--- config.mk ---
export PLATFORM = sky130hd
export DESIGN_NAME = serial_tx_4
export DESIGN_NICKNAME = d
export VERILOG_FILES = /design/src/rtl/serial_tx_4.sv
export SDC_FILE = /design/constraint.sdc
export NUM_CORES = 1
export LEC_CHECK = 0
export BUFFER_PORTS_ARGS = -buffer_cell sky130_fd_sc_hd__buf_2
export CAP_MARGIN = 30
export CORE_AREA = 3 3 40 42
export CTS_BUF_LIST = sky130_fd_sc_hd__clkbuf_8
export CTS_CLUSTER_SIZE = 16
export DETAILED_ROUTE_END_ITERATION = 7
export DIE_AREA = 0 0 43 45
export HOLD_SLACK_MARGIN = 0.05
export PLACE_DENSITY = 0.75
export SYNTH_ARGS = -nofsm -noshare
export SYNTH_HDL_FRONTEND = slang
export SYNTH_SLANG_ARGS = --single-unit
--- constraint.sdc ---
create_clock -name i_clk -period 2.7 [get_ports i_clk]
set_input_delay 0.54 -clock i_clk [delete_from_list [all_inputs] [get_ports i_clk]]
set_output_delay 0.54 -clock i_clk [all_outputs]
set_load 0.01 [all_outputs]
--- src/rtl/serial_tx_4.sv ---
// Framed parallel-to-serial transmitter: start bit, WIDTH data bits LSB first, stop bit.
// Define SERIAL_TX_PARITY_EN to insert an even-parity bit between the data and stop bits.
module serial_tx_4 #(
  parameter int unsigned WIDTH        = 4,
  parameter int unsigned CLKS_PER_BIT = 1
) (
  input  logic             i_clk,
  input  logic             i_rst_n,
  input  logic             i_valid,
  input  logic [WIDTH-1:0] i_d,
  output logic             o_ready,
  output logic             o_tx,
  output logic             o_busy,
  output logic             o_done
);

  localparam int unsigned TimerW = (CLKS_PER_BIT > 1) ? $clog2(CLKS_PER_BIT) : 1;
  localparam int unsigned IdxW   = (WIDTH > 1) ? $clog2(WIDTH) : 1;
  localparam logic [TimerW-1:0] TimerLast = TimerW'(CLKS_PER_BIT - 1);
  localparam logic [IdxW-1:0]   IdxLast   = IdxW'(WIDTH - 1);

`ifdef SERIAL_TX_PARITY_EN
  typedef enum logic [2:0] {StIdle, StStart, StData, StParity, StStop} state_e;
`else
  typedef enum logic [2:0] {StIdle, StStart, StData, StStop} state_e;
`endif

  state_e            state_q, state_d;
  logic [TimerW-1:0] timer_q, timer_d;
  logic [IdxW-1:0]   idx_q, idx_d;
  logic [WIDTH-1:0]  shreg_q, shreg_d;
  logic              tx_q, tx_d;
  logic              ready_q, ready_d;
  logic              busy_q, busy_d;
  logic              done_q, done_d;
  logic              bit_end;
`ifdef SERIAL_TX_PARITY_EN
  logic              parity_q, parity_d;
`endif

  assign bit_end = (timer_q == TimerLast);

  always_comb begin
    state_d = state_q;
    timer_d = timer_q;
    idx_d   = idx_q;
    shreg_d = shreg_q;
`ifdef SERIAL_TX_PARITY_EN
    parity_d = parity_q;
`endif

    // The bit timer free-runs in every non-idle state and restarts at each bit boundary.
    if (state_q != StIdle) begin
      timer_d = bit_end ? '0 : timer_q + TimerW'(1);
    end

    case (state_q)
      StIdle: begin
        if (i_valid) begin
          state_d = StStart;
          shreg_d = i_d;
          timer_d = '0;
          idx_d   = '0;
`ifdef SERIAL_TX_PARITY_EN
          parity_d = ^i_d;
`endif
        end
      end
      StStart: begin
        if (bit_end) state_d = StData;
      end
      StData: begin
        if (bit_end) begin
          shreg_d = shreg_q >> 1;
          if (idx_q == IdxLast) begin
            idx_d = '0;
`ifdef SERIAL_TX_PARITY_EN
            state_d = StParity;
`else
            state_d = StStop;
`endif
          end else begin
            idx_d = idx_q + IdxW'(1);
          end
        end
      end
`ifdef SERIAL_TX_PARITY_EN
      StParity: begin
        if (bit_end) state_d = StStop;
      end
`endif
      StStop: begin
        if (bit_end) state_d = StIdle;
      end
      default: state_d = StIdle;
    endcase
  end

  // Outputs are decoded from the next state so every output comes straight off a flop.
  always_comb begin
    case (state_d)
      StStart:  tx_d = 1'b0;
      StData:   tx_d = shreg_d[0];
`ifdef SERIAL_TX_PARITY_EN
      StParity: tx_d = parity_d;
`endif
      default:  tx_d = 1'b1;
    endcase
    ready_d = (state_d == StIdle);
    busy_d  = ~ready_d;
    done_d  = (state_q == StStop) && (state_d == StIdle);
  end

  always_ff @(posedge i_clk or negedge i_rst_n) begin
    if (!i_rst_n) begin
      state_q <= StIdle;
      timer_q <= '0;
      idx_q   <= '0;
      shreg_q <= '0;
      tx_q    <= 1'b1;
      ready_q <= 1'b1;
      busy_q  <= 1'b0;
      done_q  <= 1'b0;
`ifdef SERIAL_TX_PARITY_EN
      parity_q <= 1'b0;
`endif
    end else begin
      state_q <= state_d;
      timer_q <= timer_d;
      idx_q   <= idx_d;
      shreg_q <= shreg_d;
      tx_q    <= tx_d;
      ready_q <= ready_d;
      busy_q  <= busy_d;
      done_q  <= done_d;
`ifdef SERIAL_TX_PARITY_EN
      parity_q <= parity_d;
`endif
    end
  end

  assign o_tx    = tx_q;
  assign o_ready = ready_q;
  assign o_busy  = busy_q;
  assign o_done  = done_q;

endmodule

## Word-level counts from Yosys, hierarchy flattened

Cells that the tools add are included.

| storage, ports and cells | value |
|---|---|
| flip-flop bits (word level) | 14 |
| latch bits | 0 |
| bits in writable memories | 0 |
| memory bits (read-only) | 0 |
| bits of input ports | 7 |
| output and inout bits | 4 |
| logic and storage cells | 44 |
| memories kept | 0 |

| cells by class | value |
|---|---|
| add/subtract/negate cells | 2 |
| multipliers | 0 |
| div/mod/pow operators | 0 |
| order comparisons | 0 |
| equal/unequal tests | 8 |
| shift-type cells | 0 |
| mux-type cells | 18 |
| bitwise operators | 1 |
| reductions and logical operators | 6 |

Operators with widths:

| cell | number |
|---|---|
| 3-bit 2-to-1 mux | 5 |
| 3-bit one-hot mux with 4 select lines | 1 |
| 3-bit by 2-bit == test with 1-bit output (second input constant) | 3 |
| 4-bit 2-to-1 mux | 2 |
| 4-bit one-hot mux with 2 select lines | 1 |
| 3-bit by 1-bit == test with 1-bit output (second input constant) | 2 |
| 3-bit logical NOT | 2 |
| 2-bit 2-to-1 mux | 3 |
| 1-bit 2-to-1 mux | 4 |
| 2-bit inequality test (second input constant) | 2 |
| 2-bit one-hot mux with 2 select lines | 1 |
| 3-bit AND reduction | 1 |
| 3-bit nonzero test | 1 |
| 2-bit by 1-bit adder with 2-bit output (second input constant) | 1 |
| 2-bit == test (second input constant) | 1 |
| 1-bit one-hot mux with 2 select lines | 1 |
| 2-bit nonzero test | 1 |
| 1-bit adder (second input constant) | 1 |
| 1-bit logical AND | 1 |
| 1-bit NOT | 1 |

## Longest topological paths before layout

Gate-level depths: netlist (run 1).

| logic depth | value |
|---|---|
| word-level depth | 6 |
| depth in mapped cells | 4 |

## Least setup slack after synthesis (run 1)

OpenSTA, ideal clock, no wires.

| path | value |
|---|---|
| path kind | reg2reg |
| start point | register state_q[2] |
| end point | register idx_q[0] |
| data arrival time | 1221 ps |
| setup slack | 1358 ps |
| stages on the path, launching flop included | 5 |
| buffers on the path | 1 |
| cell sequence | dfrtp_1 > buf_6 > nor4b_4 > nor2_2 > a22o_1 |

| between the ends | value |
|---|---|
| cells in the longest elaborated chain, start to end | 3 |

Ends and longest elaborated chain:

| what | line | RTL |
|---|---|---|
| from (decl) | 28 | `state_e state_q, state_d;` |
| from (signal assigned) | 116 | `state_q <= StIdle;` |
| from (signal assigned) | 128 | `state_q <= state_d;` |
| 3-bit by 2-bit == test with 1-bit output / 3-bit logical NOT (equally long branches) | 57 | `case (state_q)` |
| 2-bit inequality test (no line) / 2-bit nonzero test (equally long branches) | - |  |
| 3-bit AND reduction (no line) | - |  |
| to (signal assigned) | 130 | `idx_q <= idx_d;` |
| to (decl) | 30 | `logic [IdxW-1:0] idx_q, idx_d;` |

Several ways; a longest one is shown, not always the timed one.
A chain may end at the register's enable or synchronous reset.

## Final worst setup path (run 1)

Ends and elaborated chain as after synthesis.

==> results of run 1 <==
-- final timing paths --
kind | cells past startpoint | end | slack [ns]
min | 1 | shreg_q[0] | 0.17
min in group i_clk | 1 | shreg_q[2] | 0.49
min reg2reg | 1 | shreg_q[2] | 0.49
max reg2reg | 3 | idx_q[0] | 1.19
max | 3 | idx_q[0] | 1.19
max in group asynchronous | 1 | o_tx | 2.24
-- worst max-delay path, delay by kind of cell, from the launching register on --
family	cells	cell delay, ns
AND/OR/NAND/NOR	2	0.63
AO/OA/AOI/OAI	1	0.24
flip-flops	1	0.52
-- per-layer routing --
layer	share of wire (%)	global-route usage, %	wire length (um)	vias to the layer above
met5	0	0	0	-
met4	2.5	9.036	29	0
met3	7.3	4.382	83	5
met2	44	20.36	504	16
met1	46	17.86	527	221
li1	-	-	-	232
-- area by class of cell --
cell class              instances  area, um^2  share of cell area [%]
flip-flops and latches         14       352.8                   44.69
multi-input cells              39       315.3                   39.94
repair buffers                 10       50.05                   6.339
clock buffers                   3       41.29                   5.230
well taps                      15       18.77                   2.377
inverters                       2       7.507                  0.9509
clock inverters                 1       3.754                  0.4754
-- Yosys cell counts --
cell,n
a22o_2,4
clkbuf_2,1
nor3b_1,1
nor2b_1,3
a21o_2,2
a22oi_2,1
o21ai_0,3
and3b_1,1
inv_1,2
dfrtp_1,12
and4bb_2,1
dfstp_2,2
nand2_1,2
nor2_2,1
nor4b_4,2
nor3_1,2
a211o_1,1
nand2b_1,2
nor2_1,1
or3_1,1
buf_2,1
ha_1,1
a21oi_1,2
conb_1,1
and2_1,1
or3b_2,1
a22o_1,1
o21bai_1,1
a211oi_1,1
buf_6,1
and3_1,1
a41oi_1,1
-- metrics by stage --
| stage | cells | area, um^2 | total power, mW | setup slack [ns] | hold slack [ns] |
|---|---|---|---|---|---|
| 6_report | 84 | 789.5 | 0.5022 | 1.194 | 0.1742 |
| 4_1_cts | 84 | 789.5 | 0.5096 | 1.192 | 0.1806 |
| 2_1_floorplan | 58 | 696.9 | 0.3159 | 1.358 | 0.2444 |
| 5_1_grt | 84 | 789.5 | 0.5336 | 1.101 | 0.1935 |
| 3_3_place_gp | 80 | 744.5 | 0.3364 | 1.248 | 0.4418 |
| 3_5_place_dp | 80 | 744.5 | 0.3373 | 1.199 | 0.4458 |
-- layout by cell type (no fill, tap or decap) --
cell type  instances
nand2_1            2
a41oi_1            1
conb_1             1
a22o_2             4
buf_2             10
nor2b_1            3
o21ai_0            3
and2_1             1
clkbuf_8           3
nor4b_4            2
a22o_1             1
nor3b_1            1
a211oi_1           1
and3b_1            1
a21oi_1            2
a211o_1            1
o21bai_1           1
nor2_2             1
and3_1             1
inv_1              3
and4bb_2           1
nor3_1             2
nand2b_1           2
or3_1              1
or3b_2             1
a22oi_2            1
nor2_1             1
dfstp_2            2
a21o_2             2
ha_1               1
dfrtp_1           12
-- cells by family (layout without fill, tap and decap cells) --
group | count (synthesis) | count (layout)
buffers and inverters | 5 | 16
other | 1 | 1
AND/OR/NAND/NOR | 20 | 20
adder cells (fa/ha/maj) | 1 | 1
flip-flops | 14 | 14
AO/OA/AOI/OAI | 17 | 17
-- registers in the layout, indices dropped and copies added, names as in the netlist --
signal / cells
state_q: 3
o_busy: 1
o_tx: 1
shreg_q: 4
o_ready: 1
timer_q: 1
idx_q: 2
o_done: 1
-- power by group through the flow --
stage               sequential [mW]  clock [mW]  combinational [mW]
floorplan                     0.256           0              0.0603
global placement              0.263           0              0.0734
detailed placement            0.264           0              0.0738
CTS                           0.260       0.175              0.0744
global route                  0.263       0.188              0.0826
finish                        0.260       0.169              0.0727
==> impl_metrics.py, run 1 <==
metrics = {
    "power_and_ir_drop": {
        "powerDensity_nw_per_um2": 636.1,
        "p_int_mw": 0.3793,
        "p_comb_share_pct": 14.5,
        "switchingPower_mw": 0.1230,
        "sw_frac_of_total_pct": 24.48,
        "p_clk_share_pct": 33.7,
        "seqPwrFrac_pct": 51.8,
        "p_leak_nw": 0.3766,
        "ir_worst_vdd_mv": 0.3407,
    },
    "die": {
        "design.die.area_um2": 1935,
        "num_rows": 13,
        "die_w_um": 43,
        "start_util_pct": 54.24,
        "die_y_um": 45,
        "coreArea_um2": 1285,
        "ios": 11,
    },
    "yosys": {
        "yosysWarnings": 0,
        "yosysSeqAreaShare_pct": 50.63,
        "synthDistinctLibCells": 32,
        "synthSimpleGateAreaFrac_pct": 23.34,
        "synth_compound_area_share_pct": 19.57,
        "syn_nets": 66,
        "synthXorXnorAreaFrac_pct": 0,
        "syn_inst": 58,
        "synth-seq-cells": 14,
        "synth_area_leaders": "dfrtp_1 43%, dfstp_2 7.5%, nor4b_4 6.8%",
        "synth.avg_cell_area_um2": 12.02,
        "yosysTopAreaCellShare_pct": 43.09,
        "synth_area_um2": 696.9,
        "synth_top_cell_by_area": "dfrtp_1",
        "synth_top_family_by_area": "simple AND/OR/NAND/NOR gates",
        "synthAdderAreaFrac_pct": 1.795,
        "synth.mux.area_fraction_pct": 0,
    },
    "routing": {
        "drc": 0,
        "viasPerCell": 5.643,
        "ant_nets": 0,
        "first_iter_violations": 10,
        "vias": 474,
        "dr.pass1.iters": 4,
        "routed_wl_mm": 1.144,
        "drt-wirelength-per-cell_um": 13.62,
    },
    "outcome": {
        "status": "completed",
    },
    "job": {
        "maxCapViolCount": 0,
    },
    "sta": {
        "fin_setup_tns_ns": 0,
        "rsz0062_at_grt": "no",
        "hold_viol_final": 0,
        "min_period_ns": 1.506,
        "drv_slew": 0,
        "setup_viol": 0,
        "post-route-period-util_pct": 55.76,
        "skew_ns": 0.005197,
        "fmax_ghz": 0.6642,
    },
    "clocking": {
        "numCtsBuffers": 3,
        "clk_path_buf_depth": 2,
        "post_cts_buffers": 0,
        "cts_sinks": 14,
        "cts_tree": "built",
        "htreeDepth": 1,
        "path_clk_slew_ns": 0.06,
        "hold_buffers": 0,
        "cts_resized": 0,
        "cts-root-buf": "clkbuf_8",
        "clkLatencyLatePin_ns": 0.24,
    },
    "grt": {
        "track_usage_pct": 13.92,
        "grt_first_pass_wirelength_mm": 1.932,
        "first_global_vias": 464,
        "grt_max_degree": 15,
        "antenna_found_initial": 0,
        "overflow": 0,
    },
    "worst_setup_path": {
        "crit_fanout": 10,
        "crit_chain": "nor4b_4, nor2_2, a22o_1",
        "cp_slowest_cell": "dfrtp_1",
        "end_kind": "flop",
        "r2r-start": "state_q[2]",
        "required_ns": 2.84,
        "cpPeakStageDelay_ns": 0.52,
        "crit_start": "state_q[2]",
        "cp.arrival_ns": 1.64,
        "critPathKind": "flop to flop",
        "cp-start-kind": "flop",
    },
    "cells_and_area": {
        "nets": 78,
        "final_util_pct": 61.44,
        "synthToLayoutAreaGrowth_pct": 13.29,
        "nFillCells": 117,
        "diodes": 0,
        "drive_gt1_share_pct": 39.13,
    },
    "placement": {
        "io_buffers": 10,
        "place_congestion": 0.7731,
        "place.detailed.hpwl_um": 800,
    },
    "worst_hold_path": {
        "hold_class": "input pin to asynchronous set/reset pin",
    },
}
Note: power is estimated with default switching activity, not from simulation.
==> inputs of run 2 (changes only) <==
- clock period: 2.7 -> 1.5 ns (I/O delays scaled with it)
==> run 2 against run 1 <==
Net effect:
- design area increased by 5.4%
- count of clock-buffer cells in the layout increased by 1
- die area unchanged
- highest routed layer unchanged
- cell count increased by 4.8%
- fmax increased by 7.5%
- setup slack got worse by 1.1 ns
- routed wire length increased by 12%
- clock skew decreased by 0.0038 ns
==> impl_metrics.py, run 2 (synthesized netlist as in run 1, its figures left out) <==
metrics = {
    "grt": {
        "overflow": 0,
        "first_global_vias": 481,
        "grt_first_pass_wirelength_mm": 2.159,
        "grt_max_degree": 15,
        "antenna_found_initial": 0,
        "track_usage_pct": 15.00,
    },
    "power_and_ir_drop": {
        "powerDensity_nw_per_um2": 1176,
        "p_leak_nw": 0.3981,
        "ir_worst_vdd_mv": 0.7033,
        "p_comb_share_pct": 14.9,
        "p_int_mw": 0.7411,
        "seqPwrFrac_pct": 47.7,
        "sw_frac_of_total_pct": 24.23,
        "p_clk_share_pct": 37.4,
        "p_total_mw": 0.9781,
        "switchingPower_mw": 0.2370,
    },
    "placement": {
        "place_congestion": 0.7362,
        "dp_cells": 83,
        "placed_area_um2": 767.0,
        "io_buffers": 10,
        "place.detailed.hpwl_um": 897.2,
    },
    "die": {
        "start_util_pct": 54.24,
        "design.die.area_um2": 1935,
        "num_rows": 13,
        "die_y_um": 45,
        "die_w_um": 43,
        "coreArea_um2": 1285,
        "ios": 11,
    },
    "routing": {
        "viasPerCell": 5.545,
        "drt-wirelength-per-cell_um": 14.60,
        "routed_wl_mm": 1.285,
        "ant_nets": 0,
        "dr.pass1.iters": 4,
        "drc": 0,
        "vias": 488,
        "first_iter_violations": 16,
    },
    "clocking": {
        "numCtsBuffers": 3,
        "cts-root-buf": "clkbuf_8",
        "post_cts_buffers": 0,
        "path_clk_slew_ns": 0.06,
        "cts_resized": 0,
        "cts_sinks": 14,
        "htreeDepth": 1,
        "cts_tree": "built",
        "clkLatencyLatePin_ns": 0.24,
        "clk_path_buf_depth": 2,
        "hold_buffers": 1,
    },
    "cells_and_area": {
        "largest_reg_flops": 4,
        "regMostFlops": "shreg_q",
        "final_util_pct": 64.75,
        "final_cells": 88,
        "synthToLayoutAreaGrowth_pct": 19.39,
        "largestRegisters": "shreg_q (4), state_q (3), idx_q (2)",
        "diodes": 0,
        "nets": 82,
        "drive_gt1_share_pct": 42.47,
        "finalInstanceArea_um2": 832.0,
        "layout_common_cells": "12 x dfrtp_1, 10 x buf_2, 4 x a22o_2, 4 x clkbuf_8",
        "final_common_cell": "dfrtp_1",
    },
    "sta": {
        "rsz0062_at_grt": "no",
        "min_period_ns": 1.401,
        "setup_viol": 0,
        "post-route-period-util_pct": 93.40,
        "fmax_ghz": 0.7138,
        "drv_slew": 0,
        "fin_setup_tns_ns": 0,
        "skew_ns": 0.001374,
        "hold_viol_final": 0,
    },
    "worst_hold_path": {
        "hold_class": "input pin to flop",
        "min-delay-start": "i_d[3]",
    },
    "worst_setup_path": {
        "required_ns": 1.63,
        "cp_slowest_cell": "dfrtp_1",
        "cp-start-kind": "flop",
        "critPathKind": "flop to flop",
        "cp.arrival_ns": 1.53,
        "r2r-start": "state_q[0]",
        "end_kind": "flop",
        "critPathBufInv": 0,
        "cpLargestDelayFamily": "simple AND/OR/NAND/NOR gates",
        "cpPeakStageDelay_ns": 0.51,
        "crit_start": "state_q[0]",
        "crit_chain": "nor4b_4, nor2_2, a22o_1",
        "crit_fanout": 10,
    },
    "outcome": {
        "status": "completed",
    },
    "job": {
        "maxCapViolCount": 0,
    },
}
==> run 2: through the flow <==
step,hold WS (ns),worst slack (ns)
final,0.2887,0.09903
after global routing,0.2958,0.02390
after CTS,0.2851,0.09604
after detailed placement,0.2105,0.1053
after global placement,0.2052,0.1223
after floorplan,0.004409,0.1576
==> run 2: final cells by class <==
type | count | area [um^2]
clock buffer | 4 | 55.05
fill | 94 | 452.9
sequential | 14 | 352.8
tap | 15 | 18.77
inverter | 2 | 7.507
timing repair buffer | 14 | 82.58
multi-input combinational | 39 | 315.3
==> run 2: per-layer routing <==
metal / up-vias / share of wire (%) / GRT usage (%)
met4: 0 / 0.78 / 7.229
met5: - / 0 / 0
li1: 240 / - / -
met1: 231 / 46 / 19.80
met2: 15 / 47 / 22.75
met3: 2 / 6.0 / 4.382
==> run 2: worst reg2reg max path: stages (launching register included) <==
cell	delay [ns]
dfrtp_1	0.51
nor4b_4	0.41
nor2_2	0.12
a22o_1	0.25
==> run 2: final timing paths <==
kind | depth (start not counted) | end | slack (ns)
max in group asynchronous | 2 | o_tx | 0.73
setup / recovery | 3 | idx_q[0] | 0.1
setup reg to reg | 3 | idx_q[0] | 0.1
min in group asynchronous | 2 | timer_q | 0.48
hold / removal | 2 | shreg_q[3] | 0.29
hold reg to reg | 1 | shreg_q[2] | 0.49
==> run 2: power groups by stage <==
stage	clock, mW	sequential, mW	combinational (mW)
floorplan	0	0.460	0.109
global placement	0	0.472	0.140
detailed placement	0	0.473	0.144
CTS	0.373	0.466	0.147
global route	0.392	0.472	0.163
finish	0.366	0.467	0.146
==> inputs of run 3 (changes only) <==
- clock period: 1.5 -> 1.3 ns (I/O delays scaled with it)
==> run 3 against run 2 <==
Net effect:
- the flow now finishes with violations (setup timing)
- clock skew grew 0.0026 ns
- combinational power grew 48%
- sequential share of layout area shrank 4.2 points
- worst hold slack lost 0.045 ns
- non-clock buffer count grew 10
- critical path depth grew 1
- highest routed layer unchanged
- setup slack lost 0.10 ns
- fmax grew 7.6%
- first-iteration DRC count shrank 38%
- clock power grew 16%
- utilization grew 8.2 points
==> impl_metrics.py, run 3 (synthesized netlist as in run 1, its figures left out) <==
metrics = {
    "sta": {
        "min_period_ns": 1.302,
        "setup_viol": 1,
        "rsz0062_at_grt": "yes",
        "drv_slew": 0,
        "post-route-period-util_pct": 100.1,
        "skew_ns": 0.003966,
        "fmax_ghz": 0.7683,
        "hold_viol_final": 0,
        "worst_slack_ns": -0.001614,
    },
    "grt": {
        "grt_max_degree": 15,
        "overflow": 0,
        "met2_usage_pct": 28.74,
        "busiest_layer": "met2",
        "track_usage_pct": 17.13,
        "antenna_found_initial": 0,
        "first_global_vias": 527,
        "globalRouteMet3Util_pct": 4.781,
        "grt_util_met1_pct": 20.87,
        "grt_first_pass_wirelength_mm": 2.366,
    },
    "outcome": {
        "status": "finished, violations left",
        "violations": "setup timing",
    },
    "clocking": {
        "cts_sinks": 14,
        "numCtsBuffers": 3,
        "clk_path_buf_depth": 2,
        "cts-root-buf": "clkbuf_8",
        "clkLatencyLatePin_ns": 0.25,
        "htreeDepth": 1,
        "path_clk_slew_ns": 0.06,
        "cts_tree": "built",
    },
    "power_and_ir_drop": {
        "powerDensity_nw_per_um2": 1256,
        "ir_worst_vdd_mv": 0.8458,
        "p_leak_nw": 0.4504,
    },
    "worst_setup_path": {
        "reg2reg_depth": 4,
        "required_ns": 1.42,
        "r2r-start": "state_q[0]",
        "cp-start-kind": "flop",
        "end_kind": "flop",
        "r2r_end": "shreg_q[0]",
        "crit_fanout": 5,
        "cp.arrival_ns": 1.42,
        "ff2ff_setup_slack_ns": -0.002,
        "critPathKind": "flop to flop",
    },
    "worst_hold_path": {
        "hold_class": "input pin to flop",
        "min-delay-start": "i_d[3]",
        "hold-path-cell-count": 2,
        "worst_hold_path.endpoint": "shreg_q[3]",
    },
    "routing": {
        "drt-wirelength-per-cell_um": 14.82,
        "routed_wl_mm": 1.452,
        "viasPerCell": 5.408,
        "drc": 0,
        "dr.pass1.iters": 4,
        "vias": 530,
        "ant_nets": 0,
        "first_iter_violations": 10,
    },
    "placement": {
        "io_buffers": 10,
        "place_congestion": 0.7878,
        "dpl_worst_slack_ns": -0.06536,
    },
    "cells_and_area": {
        "largest_reg_flops": 4,
        "diodes": 0,
        "nFillCells": 92,
        "drive_gt1_share_pct": 57.83,
        "final_util_pct": 72.93,
        "largestRegisters": "shreg_q (4), state_q (3), idx_q (2)",
        "layout_common_cells": "11 x buf_4, 10 x buf_2, 8 x dfrtp_1",
        "synthToLayoutAreaGrowth_pct": 34.47,
        "regMostFlops": "shreg_q",
        "final_common_cell": "buf_4",
        "nets": 92,
    },
    "die": {
        "start_util_pct": 54.24,
        "ios": 11,
        "design.die.area_um2": 1935,
        "die_w_um": 43,
        "num_rows": 13,
        "coreArea_um2": 1285,
        "die_y_um": 45,
    },
    "job": {
        "maxCapViolCount": 0,
    },
}
[run 3: cell types whose count changed in the layout (fill, tap and decap cells not counted)]
cell / previous run / this run
o21ai_1: 0 / 1
nor3b_1: 1 / 0
dfrtp_1: 12 / 8
o21ai_0: 3 / 2
dfrtp_2: 0 / 4
nor3_2: 0 / 1
nor3_1: 2 / 1
a41oi_1: 1 / 0
buf_4: 3 / 11
buf_6: 0 / 2
nor3b_2: 0 / 1
a41oi_2: 0 / 1
[run 3: worst max-delay path by stage]
stage / start / end / depth (start not counted)
floorplan: state_q[0] / shreg_q[1] / 4
global placement: state_q[0] / shreg_q[1] / 3
detailed placement: state_q[0] / shreg_q[1] / 3
CTS: state_q[0] / shreg_q[0] / 4
global route: state_q[0] / shreg_q[3] / 4
finish: state_q[0] / shreg_q[0] / 4
[run 3: layout make-up]
type / instances / area (um^2) / share of cell area, %
Tap cell: 15 / 18.77 / 2.003
Sequential cell: 14 / 357.8 / 38.18
Clock buffer: 4 / 55.05 / 5.874
Timing Repair Buffer: 24 / 165.2 / 17.62
Multi-Input combinational cell: 39 / 332.8 / 35.51
Inverter: 2 / 7.507 / 0.8011
[run 3: power by group]
group	switching [mW]	internal, mW
sequential	0.0403	0.495
clock	0.157	0.268
combinational	0.0952	0.121
total	0.293	0.884
[run 3: through the flow]
| step | hold slack, ns | cells | TNS (ns) | total power, mW | instance area (um^2) |
|---|---|---|---|---|---|
| after floorplan | -0.03559 | 58 | -0.02417 | 0.6597 | 703.2 |
| after detailed placement | 0.1717 | 89 | -0.3789 | 0.7283 | 812.0 |
| final | 0.2441 | 98 | -0.001614 | 1.177 | 937.1 |
| after global routing | 0.2519 | 98 | -0.3750 | 1.228 | 937.1 |
| after global placement | 0.1690 | 89 | -0.1263 | 0.7209 | 812.0 |
| after CTS | 0.2490 | 97 | -0.003886 | 1.173 | 918.4 |
[run 3: worst max-delay path: stages, from the launching register on]
cell and delay, ns:
dfrtp_2 0.46, buf_6 0.15, a211o_1 0.27, a22oi_2 0.21, nand2_1 0.09
[run 3: repair_timing]
item,4_1_cts,5_1_grt
setup endpoints to repair,7,11
cloned,0,0
hold endpoints to repair,12,0
pin swaps,5,1
hold buffers,1,0
resized for setup,7,3
setup buffers,3,1
[run 3: per-layer routing]
layer  up-vias  routed length [um]
met3         5                  67
met5         -                   0
met1       253                 621
li1        259                   -
met4         0                  21
met2        13                 742
